==> src/rtl/bin_to_disp_pkg.sv <==
// Package: bin_to_disp_pkg
// Purpose: shared types, constants and the leading-zero blanking helper for
//          the bin_to_disp binary-to-BCD display front end.
// Configuration: BIN_TO_DISP_LZB_EN selects the blank reset value (see BlankRst).
package bin_to_disp_pkg;

  typedef enum logic [1:0] {
    StIdle   = 2'd0,
    StShift  = 2'd1,
    StUpdate = 2'd2
  } state_e;

  // Nibbles at or above this value get +3 before each shift
  localparam logic [3:0] BcdAdjTh = 4'd5;
  localparam logic [3:0] ErrAll   = 4'b1111;

`ifdef BIN_TO_DISP_LZB_EN
  // Reset shows a single "0" on digit 0
  localparam logic [3:0] BlankRst = 4'b1110;
`else
  localparam logic [3:0] BlankRst = 4'b0000;
`endif

  // Blank digits 3..1 that are zero with all higher digits zero, unless a dp
  // bit is set at that digit or any digit to its left.
  function automatic logic [3:0] lzb_mask(input logic [15:0] bcd, input logic [3:0] dp);
    logic [3:0] mask;
    logic       lead_zero;
    logic       guard;
    mask      = 4'b0000;
    lead_zero = 1'b1;
    guard     = 1'b0;
    for (int i = 3; i >= 1; i--) begin
      lead_zero = lead_zero & (bcd[4*i +: 4] == 4'd0);
      guard     = guard | dp[i];
      mask[i]   = lead_zero & ~guard;
    end
    return mask;
  endfunction

endpackage

==> src/rtl/bin_to_disp_bcd_adj3.sv <==
// Module: bin_to_disp_bcd_adj3
// Purpose: combinational double-dabble nibble correction, out = (in >= 5) ? in + 3 : in.
// Ports:
//   nib_i  in  4  BCD nibble before correction
//   nib_o  out 4  corrected nibble
module bin_to_disp_bcd_adj3
  import bin_to_disp_pkg::*;
(
  input  logic [3:0] nib_i,
  output logic [3:0] nib_o
);

  always_comb begin
    nib_o = (nib_i >= BcdAdjTh) ? nib_i + 4'd3 : nib_i;
  end

endmodule

==> src/rtl/bin_to_disp.sv <==
// Module: bin_to_disp
// Purpose: iterative binary-to-BCD converter (shift/add-3 over Width clocks) that
//          produces registered digit, decimal-point, blank and error fields for a
//          4-digit display driver. Outputs hold until the next conversion completes.
// Parameters:
//   Width   binary input width
//   MaxVal  largest displayable value; larger inputs report overflow
// Ports:
//   clk_i      in   1      system clock
//   rst_ni     in   1      synchronous active-low reset
//   start_i    in   1      request conversion, sampled only when idle
//   bin_i      in   Width  unsigned value, sampled with start_i
//   ovf_i      in   1      upstream error, sampled with start_i
//   dp_pos_i   in   4      decimal-point mask, sampled with start_i
//   busy_o     out  1      high from the accepting edge until done
//   done_o     out  1      one-cycle pulse when outputs update
//   num0_o..num3_o out 4   BCD digits, num0_o least significant
//   dp_o       out  4      decimal-point mask
//   blank_o    out  4      per-digit blank mask
//   err_o      out  4      per-digit error mask
// Configuration: define BIN_TO_DISP_LZB_EN to enable leading-zero blanking.
module bin_to_disp
  import bin_to_disp_pkg::*;
#(
  parameter int unsigned Width  = 14,
  parameter int unsigned MaxVal = 9999
) (
  input  logic             clk_i,
  input  logic             rst_ni,
  input  logic             start_i,
  input  logic [Width-1:0] bin_i,
  input  logic             ovf_i,
  input  logic [3:0]       dp_pos_i,
  output logic             busy_o,
  output logic             done_o,
  output logic [3:0]       num0_o,
  output logic [3:0]       num1_o,
  output logic [3:0]       num2_o,
  output logic [3:0]       num3_o,
  output logic [3:0]       dp_o,
  output logic [3:0]       blank_o,
  output logic [3:0]       err_o
);

  localparam int unsigned CntW = (Width > 1) ? $clog2(Width) : 1;

  state_e            state_q;
  logic [CntW-1:0]   cnt_q;
  logic [Width-1:0]  bin_sr_q;
  logic [15:0]       bcd_q;
  logic              ovf_q;
  logic [3:0]        dp_pos_q;
  logic              busy_q;
  logic              done_q;
  logic [3:0]        num0_q, num1_q, num2_q, num3_q;
  logic [3:0]        dp_q, blank_q, err_q;

  logic [15:0]       bcd_adj;
  logic [Width+15:0] shift_d;
  logic [3:0]        blank_d;
  logic              in_ovf;

  for (genvar g = 0; g < 4; g++) begin : gen_adj
    bin_to_disp_bcd_adj3 u_adj (
      .nib_i (bcd_q[4*g +: 4]),
      .nib_o (bcd_adj[4*g +: 4])
    );
  end

  assign shift_d = {bcd_adj, bin_sr_q} << 1;

  // The range check is made on the raw input here so that the latched flag
  // reflects the latched value; bin_sr_q is consumed by the shifting.
  assign in_ovf = ovf_i | (32'(bin_i) > MaxVal);

  always_comb begin
    blank_d = 4'b0000;
`ifdef BIN_TO_DISP_LZB_EN
    blank_d = lzb_mask(bcd_q, dp_pos_q);
`endif
  end

  always_ff @(posedge clk_i) begin
    if (!rst_ni) begin
      state_q  <= StIdle;
      cnt_q    <= '0;
      bin_sr_q <= '0;
      bcd_q    <= '0;
      ovf_q    <= 1'b0;
      dp_pos_q <= 4'b0000;
      busy_q   <= 1'b0;
      done_q   <= 1'b0;
      num0_q   <= 4'd0;
      num1_q   <= 4'd0;
      num2_q   <= 4'd0;
      num3_q   <= 4'd0;
      dp_q     <= 4'b0000;
      blank_q  <= BlankRst;
      err_q    <= 4'b0000;
    end else begin
      done_q <= 1'b0;
      unique case (state_q)
        StIdle: begin
          if (start_i) begin
            bin_sr_q <= bin_i;
            ovf_q    <= in_ovf;
            dp_pos_q <= dp_pos_i;
            bcd_q    <= '0;
            cnt_q    <= CntW'(Width - 1);
            busy_q   <= 1'b1;
            state_q  <= StShift;
          end
        end
        StShift: begin
          {bcd_q, bin_sr_q} <= shift_d;
          if (cnt_q == '0) begin
            state_q <= StUpdate;
          end else begin
            cnt_q <= cnt_q - 1'b1;
          end
        end
        StUpdate: begin
          busy_q  <= 1'b0;
          done_q  <= 1'b1;
          state_q <= StIdle;
          if (ovf_q) begin
            err_q   <= ErrAll;
            blank_q <= 4'b0000;
            dp_q    <= 4'b0000;
            num0_q  <= 4'd0;
            num1_q  <= 4'd0;
            num2_q  <= 4'd0;
            num3_q  <= 4'd0;
          end else begin
            err_q   <= 4'b0000;
            blank_q <= blank_d;
            dp_q    <= dp_pos_q;
            num0_q  <= bcd_q[3:0];
            num1_q  <= bcd_q[7:4];
            num2_q  <= bcd_q[11:8];
            num3_q  <= bcd_q[15:12];
          end
        end
        default: state_q <= StIdle;
      endcase
    end
  end

  assign busy_o  = busy_q;
  assign done_o  = done_q;
  assign num0_o  = num0_q;
  assign num1_o  = num1_q;
  assign num2_o  = num2_q;
  assign num3_o  = num3_q;
  assign dp_o    = dp_q;
  assign blank_o = blank_q;
  assign err_o   = err_q;

endmodule

==> config.mk <==
export PLATFORM = sky130hd
export DESIGN_NAME = bin_to_disp
export DESIGN_NICKNAME = d
export VERILOG_FILES = /design/src/rtl/bin_to_disp_pkg.sv /design/src/rtl/bin_to_disp_bcd_adj3.sv /design/src/rtl/bin_to_disp.sv
export SDC_FILE = /design/constraint.sdc
export NUM_CORES = 1
export LEC_CHECK = 0
export CORE_MARGIN = 5
export CORE_UTILIZATION = 50
export CTS_CLUSTER_DIAMETER = 50
export CTS_CLUSTER_SIZE = 10
export DETAILED_ROUTE_END_ITERATION = 8
export DONT_BUFFER_PORTS = 1
export PLACE_DENSITY = 0.68
export SYNTH_ARGS = -nofsm -noshare
export SYNTH_HDL_FRONTEND = slang
export SYNTH_SLANG_ARGS = --single-unit
export TNS_END_PERCENT = 50
==> constraint.sdc <==
create_clock -name clk_i -period 1.2 [get_ports clk_i]
set_input_delay 0.06 -clock clk_i [delete_from_list [all_inputs] [get_ports clk_i]]
set_output_delay 0.06 -clock clk_i [all_outputs]
set_load 0.02 [all_outputs]
==> results of run 1 <==
[stage by stage]
step	std cells	TNS, ns	area [um^2]	total power [mW]
floorplan	285	-0.180	2830	2.75
CTS	408	-0.191	3540	4.76
finish	418	-0.276	3840	4.88
global route	418	-1.27	3840	5.07
detailed placement	383	-1.70	3180	2.94
global placement	383	-0.532	3180	2.93
[cells in the mapped netlist, types with 2 or more instances]
library cell   n
dfxtp_1       64
a22o_1        25
nor2_1        18
nand2_1       16
o21ai_0       14
inv_1         13
a21oi_1       12
buf_2         12
ha_1           9
a21boi_0       8
buf_4          7
nor3_1         7
o221a_2        7
a2bb2oi_1      6
mux2i_1        6
nand2b_1       6
o22ai_1        5
nand3_1        4
xnor2_1        4
and2_1         3
clkbuf_1       3
o221ai_1       3
o32ai_1        3
xor2_1         3
a21boi_1       2
and3_1         2
nor2_4         2
[power by group through the flow]
stage	Clock, mW	Sequential [mW]	Combinational, mW
2_1_floorplan	0	2.33	0.416
3_3_place_gp	0	2.35	0.584
3_5_place_dp	0	2.35	0.590
4_1_cts	1.81	2.31	0.649
5_1_grt	1.90	2.33	0.844
6_report	1.79	2.32	0.770
[sequential cells by signal, indices dropped and copies added, names as in the netlist]
register	flops
bcd_q	16
bin_sr_q	14
cnt_q	4
dp_o	4
dp_pos_q	4
num0_o	4
num1_o	4
num2_o	4
num3_o	4
state_q	2
busy_o	1
done_o	1
err_o	1
ovf_q	1
[layout make-up]
class	instances	share of cell area (%)
clock buffer	11	3.68
timing repair buffer	69	16.0
inverter	14	1.57
tap	72	2.35
clock inverter	4	1.17
multi-input combinational	184	41.2
sequential	64	34.0
[cell families after synthesis]
kind of cell,count (synthesis),synth area share [%]
AO/OA/AOI/OAI,92,25.4
AND/OR/NAND/NOR,66,12.2
flip-flops,64,46.8
buffers and inverters,37,6.86
adder cells (fa/ha/maj),9,4.12
XOR/XNOR,7,2.24
multiplexers,6,2.19
other,1,0.137
[worst max path at each step]
stage | start | endpoint | slack [ns]
6_report | bcd_q[9] | bcd_q[10] | -0.08
5_1_grt | bcd_q[9] | bcd_q[10] | -0.13
4_1_cts | bcd_q[4] | bcd_q[6] | -0.06
3_5_place_dp | state_q[0] | dp_pos_q[0] | -0.12
3_3_place_gp | state_q[0] | bin_sr_q[12] | -0.06
2_1_floorplan | state_q[1] | cnt_q[1] | -0.04
[layer usage]
metal,part of all wire [%],up-vias
li1,-,1132
met1,46,1114
met2,47,49
met3,5.2,11
met4,1.7,0
met5,0,-
[critical path, cell delays in order, from the launching register on]
cell and delay, ns:
dfxtp_2 0.36, inv_4 0.05, ha_4 0.15, nand2b_4 0.14, a21oi_4 0.16, mux2i_1 0.22, a22o_1 0.14
[what timing repair did]
item                                    in CTS  in global routing
hold endpoints to repair                    35                 32
pin swaps                                   13                 27
endpoints found under the setup margin      54                 45
buffers inserted                             5                  2
hold buffers                                 5                  8
resized for setup                           31                 55
gates cloned                                 0                  0
==> flow_metrics.py, run 1 <==
metrics = {
    "final_layout": {
        "area_growth_pct": 40.2,
        "n_antenna_cell": 0,
        "register_area_um2": 1300,
        "drive_gt1_share_pct": 42.8,
        "final_util_pct": 71.0,
        "layout_common_cells": "dfxtp_1, buf_4, a22o_1",
        "nets": 373,
        "nFillCells": 398,
        "multi_input_area_um2": 1580,
        "final_common_cell": "dfxtp_1",
    },
    "route": {
        "drc_errors": 0,
        "viasPerCell": 5.52,
        "drt-pass1-iter-count": 4,
        "wl_per_cell_um": 16.4,
        "dr.first_iter.drc_count": 91,
        "ant_nets": 0,
        "num_vias": 2306,
        "wirelength_mm": 6.85,
    },
    "logic_synthesis": {
        "synth_ff_type": "dfxtp_1",
        "synth_largest_area_cell": "dfxtp_1",
        "synth_seq_cells": 64,
        "synth_cell_types": 45,
        "ys_warn_count": 0,
        "async_flop_share_pct": 0,
        "netlist_area_um2": 2740,
        "syn_inst": 282,
        "synth-edff-count": 0,
        "ys_seq_area_share_pct": 46.8,
        "synth_top_cell_area_share_pct": 46.8,
        "synth_area_leaders": "dfxtp_1, a22o_1, ha_1, o221a_2, o21ai_0",
        "avgSynthCellArea_um2": 9.70,
    },
    "critical_path": {
        "required_ns": 1.48,
        "reg2reg_slack_ns": -0.08,
        "critical_path_arrival_ns": 1.56,
        "cp-end-kind": "flop",
        "r2r_end": "bcd_q[10]",
        "r2r_start": "bcd_q[9]",
        "start_kind": "flop",
        "criticalPathCategory": "flop to flop",
        "r2r_cells": 6,
        "crit_fanout": 3,
    },
    "pwr": {
        "swShare_pct": 25.7,
        "p_per_area_nw_per_um2": 1270,
        "power.leakage_nw": 1.55,
        "pwr-share-comb_pct": 15.8,
        "seqPwrFrac_pct": 47.6,
        "vdd_drop_max_mv": 0.785,
        "p_sw_mw": 1.25,
        "p_int_mw": 3.62,
        "clkPwrFrac_pct": 36.7,
    },
    "global_routing": {
        "use_met2_pct": 29.0,
        "use_met1_pct": 25.9,
        "grt_use_total_pct": 19.1,
        "use_met3_pct": 5.13,
        "grt-ovfl-total": 0,
        "grt_max_degree": 34,
        "grt_pass1_wl_mm": 11.0,
        "grt_pass1_vias": 2249,
        "grt-busiest-layer": "met2",
        "antenna_found_initial": 0,
    },
    "status": {
        "status": "finished, violations left",
        "failed_checks": "negative setup slack",
    },
    "floorplanning": {
        "die_y_um": 84.0,
        "dieArea_um2": 7050,
        "core-area_um2": 5410,
        "start_util_pct": 50.6,
        "fp-row-count": 27,
        "io_pins": 52,
        "fp.dieW_um": 84.0,
    },
    "hold_path": {
        "hp-class": "primary input to flop",
        "min_to": "bin_sr_q[3]",
        "hp-start": "bin_i[3]",
        "min_path_cells": 4,
    },
    "timing": {
        "period_share_pct": 106,
        "hold_viol": 0,
        "whs_ns": 0.0128,
        "setup_viol": 11,
        "fin_ws_ns": -0.0769,
        "finalCriticalPeriod_ns": 1.28,
        "skew_ns": 0.00571,
        "grt_setup_unrepaired": "yes",
        "slew_viol_final": 0,
        "max_freq_mhz": 783,
    },
    "clock_tree": {
        "cts_inserted_buffers": 9,
        "clk_pin_slew_ns": 0.07,
        "ctsRootBufferMaster": "clkbuf_8",
        "cts_tree": "yes",
        "clk-insertion-delay-late_ns": 0.33,
        "cts_buffer_depth": 2,
        "htreeDepth": 3,
        "cts.sinks": 64,
    },
    "place": {
        "gp_congestion": 0.796,
        "dpl_worst_slack_ns": -0.124,
        "place_hpwl_mm": 4.41,
        "io_buffers": 0,
    },
    "run": {
        "maxCapViolCount": 0,
    },
}
Note: power is estimated with default switching activity, not from simulation.
==> run 2: changes to the inputs <==
--- a/config.mk
+++ b/config.mk
@@ -5,6 +5,7 @@
 export SDC_FILE = /design/constraint.sdc
 export NUM_CORES = 1
 export LEC_CHECK = 0
+export ABC_AREA = 1
 export CORE_MARGIN = 5
 export CORE_UTILIZATION = 50
 export CTS_CLUSTER_DIAMETER = 50
==> run 2 against run 1 <==
Effect of this change: the flow now finishes without violations; total power grew 4.3%; highest routed layer unchanged; clock power is 11% higher; final area is 1.3% lower; worst setup slack better by 0.095 ns; utilization down 2.2 points; via count increased by 13%; combinational power grew 5.8%.
==> flow_metrics.py, run 2 <==
metrics = {
    "clock_tree": {
        "clk-insertion-delay-late_ns": 0.35,
        "cts_tree": "yes",
        "clk_pin_slew_ns": 0.07,
        "cts_inserted_buffers": 9,
        "cts_buffer_depth": 2,
        "ctsRootBufferMaster": "clkbuf_8",
        "htreeDepth": 3,
        "cts.sinks": 64,
    },
    "critical_path": {
        "start_kind": "flop",
        "critical_path_arrival_ns": 1.46,
        "required_ns": 1.47,
        "critPathLaunch": "bcd_q[8]",
        "criticalPathCategory": "flop to flop",
        "crit_fanout": 5,
        "cp-end-kind": "flop",
        "r2r_start": "bcd_q[8]",
    },
    "route": {
        "ant_nets": 0,
        "drc_errors": 0,
        "viasPerCell": 5.18,
        "wirelength_mm": 6.99,
        "wl_per_cell_um": 13.9,
        "drt-pass1-iter-count": 4,
        "num_vias": 2602,
        "dr.first_iter.drc_count": 153,
    },
    "floorplanning": {
        "core-area_um2": 5510,
        "start_util_pct": 51.5,
        "die_y_um": 85.3,
        "io_pins": 52,
        "dieArea_um2": 7280,
        "fp-row-count": 27,
        "fp.dieW_um": 85.3,
    },
    "timing": {
        "fin_ws_ns": 0.0186,
        "finalCriticalPeriod_ns": 1.18,
        "whs_ns": 0.0309,
        "period_share_pct": 98.5,
        "skew_ns": 0.0112,
        "setup_viol": 0,
        "max_freq_mhz": 846,
        "slew_viol_final": 0,
        "hold_viol": 0,
        "grt_setup_unrepaired": "yes",
    },
    "place": {
        "io_buffers": 0,
        "gp_congestion": 0.835,
        "dpl_worst_slack_ns": -0.0871,
        "placed_cell_area_um2": 3070,
        "place_hpwl_mm": 4.10,
    },
    "global_routing": {
        "grt_pass1_wl_mm": 10.6,
        "use_met2_pct": 31.0,
        "grt_use_total_pct": 18.1,
        "use_met1_pct": 21.1,
        "grt-busiest-layer": "met2",
        "grt_max_degree": 41,
        "use_met3_pct": 4.17,
        "grt-ovfl-total": 0,
        "grt_pass1_vias": 2459,
        "antenna_found_initial": 0,
    },
    "pwr": {
        "p_per_area_nw_per_um2": 1340,
        "power.leakage_nw": 1.55,
        "power_mw": 5.09,
        "vdd_drop_max_mv": 0.803,
    },
    "run": {
        "maxCapViolCount": 0,
    },
    "final_layout": {
        "nets": 456,
        "largest_reg_flops": 16,
        "final_common_cell": "nand2_1",
        "reg_top3": "bcd_q (16), bin_sr_q (14)",
        "layout_common_cells": "nand2_1, dfxtp_1, nand3_1",
        "area_growth_pct": 33.5,
        "drive_gt1_share_pct": 27.0,
        "regMostFlops": "bcd_q",
        "final_cell_area_um2": 3790,
        "n_antenna_cell": 0,
    },
    "logic_synthesis": {
        "netlist_area_um2": 2840,
        "synth-edff-count": 0,
        "synth_top_cell_area_share_pct": 45.2,
        "async_flop_share_pct": 0,
        "synthTopCellsByCount": "nand2_1, dfxtp_1, nand3_1, inv_1, o21ai_0",
        "synth_seq_cells": 64,
        "yosysMostFrequentCell": "nand2_1",
        "avgSynthCellArea_um2": 7.56,
        "syn_inst": 375,
        "ys_warn_count": 0,
        "synth_largest_area_cell": "dfxtp_1",
        "ys_seq_area_share_pct": 45.2,
        "synth_area_leaders": "dfxtp_1, nand2_1, nand3_1, o21ai_0, inv_1",
        "synth_cell_types": 27,
        "synth_ff_type": "dfxtp_1",
    },
    "hold_path": {
        "hp-start": "bin_i[12]",
        "hp-class": "primary input to flop",
    },
    "status": {
        "status": "finished, final reports clean",
    },
}
==> run 2: cell types whose count changed after synthesis, moves of 6 or more <==
| cell | before | now |
|---|---|---|
| a2bb2oi_1 | 6 | 0 |
| o21ai_0 | 14 | 24 |
| nor3_1 | 7 | 1 |
| nand3_1 | 4 | 49 |
| a31oi_1 | 0 | 9 |
| buf_2 | 12 | 5 |
| mux2i_1 | 6 | 0 |
| inv_1 | 13 | 31 |
| nand2b_1 | 6 | 0 |
| a22o_1 | 25 | 0 |
| o221a_2 | 7 | 0 |
| nand2_1 | 16 | 89 |
| o21ai_2 | 0 | 10 |
| a21boi_0 | 8 | 0 |
==> run 2: timing repair <==
item,4_1_cts,5_1_grt
buffers inserted,0,2
hold buffers,21,0
endpoints found under the hold margin,51,0
gates resized for setup,7,58
pin swaps,1,16
gates cloned,0,4
setup endpoints to repair,25,43
==> run 2: critical path, stage by stage (launching register included) <==
cell	delay [ns]
dfxtp_4	0.38
inv_4	0.04
ha_4	0.15
inv_2	0.05
nand2_2	0.06
nand3_4	0.11
nand2_1	0.06
nor2_1	0.10
nor2_1	0.06
nor2_1	0.10
==> run 2: final cells by class <==
type	instances	area [um^2]
fill	435	1720
multi-input combinational	258	1510
sequential	64	1300
timing repair buffer	56	529
clock buffer	14	183
inverter	36	143
tap	72	90.1
clock inverter	2	35.0
==> run 2: cell families (layout without fill, tap and decap cells) <==
family,Yosys count,count (layout),share of synthesized area [%]
other,1,4,0.132
buffers and inverters,59,108,9.22
adders and majority gates,9,9,3.97
DFF,64,64,45.2
xor gates and xnor gates,3,3,0.927
and+or+nand+nor,171,174,26.1
AOI/OAI and AO/OA,68,68,14.4
==> run 2: per-layer routing <==
metal,vias to the layer above,share of wire [%]
met3,13,7.4
met5,-,0
met4,0,2.2
met2,76,49
li1,1326,-
met1,1187,41
==> run 2: final timing paths <==
path,endpoint,slack [ns],cells after the start
worst min register to register,bin_sr_q[12],0.45,2
worst max-delay path,bcd_q[12],0.02,9
worst min-delay path,ovf_q,0.03,4
worst max register to register,bcd_q[12],0.02,9
==> run 2: power by group <==
part           switching (mW)  total, mW  internal [mW]
Clock                   0.794       1.98           1.18
Combinational           0.468      0.815          0.347
Sequential             0.0667       2.30           2.23
Total                    1.33       5.09           3.76
==> run 2: stage by stage <==
step,util (%),cells,setup TNS (ns)
3_3_place_gp,55.7,459,-0.113
3_5_place_dp,55.7,459,-0.907
2_1_floorplan,-,378,0
5_1_grt,68.8,502,-0.383
6_report,68.8,502,0
4_1_cts,64.1,496,-0.0224
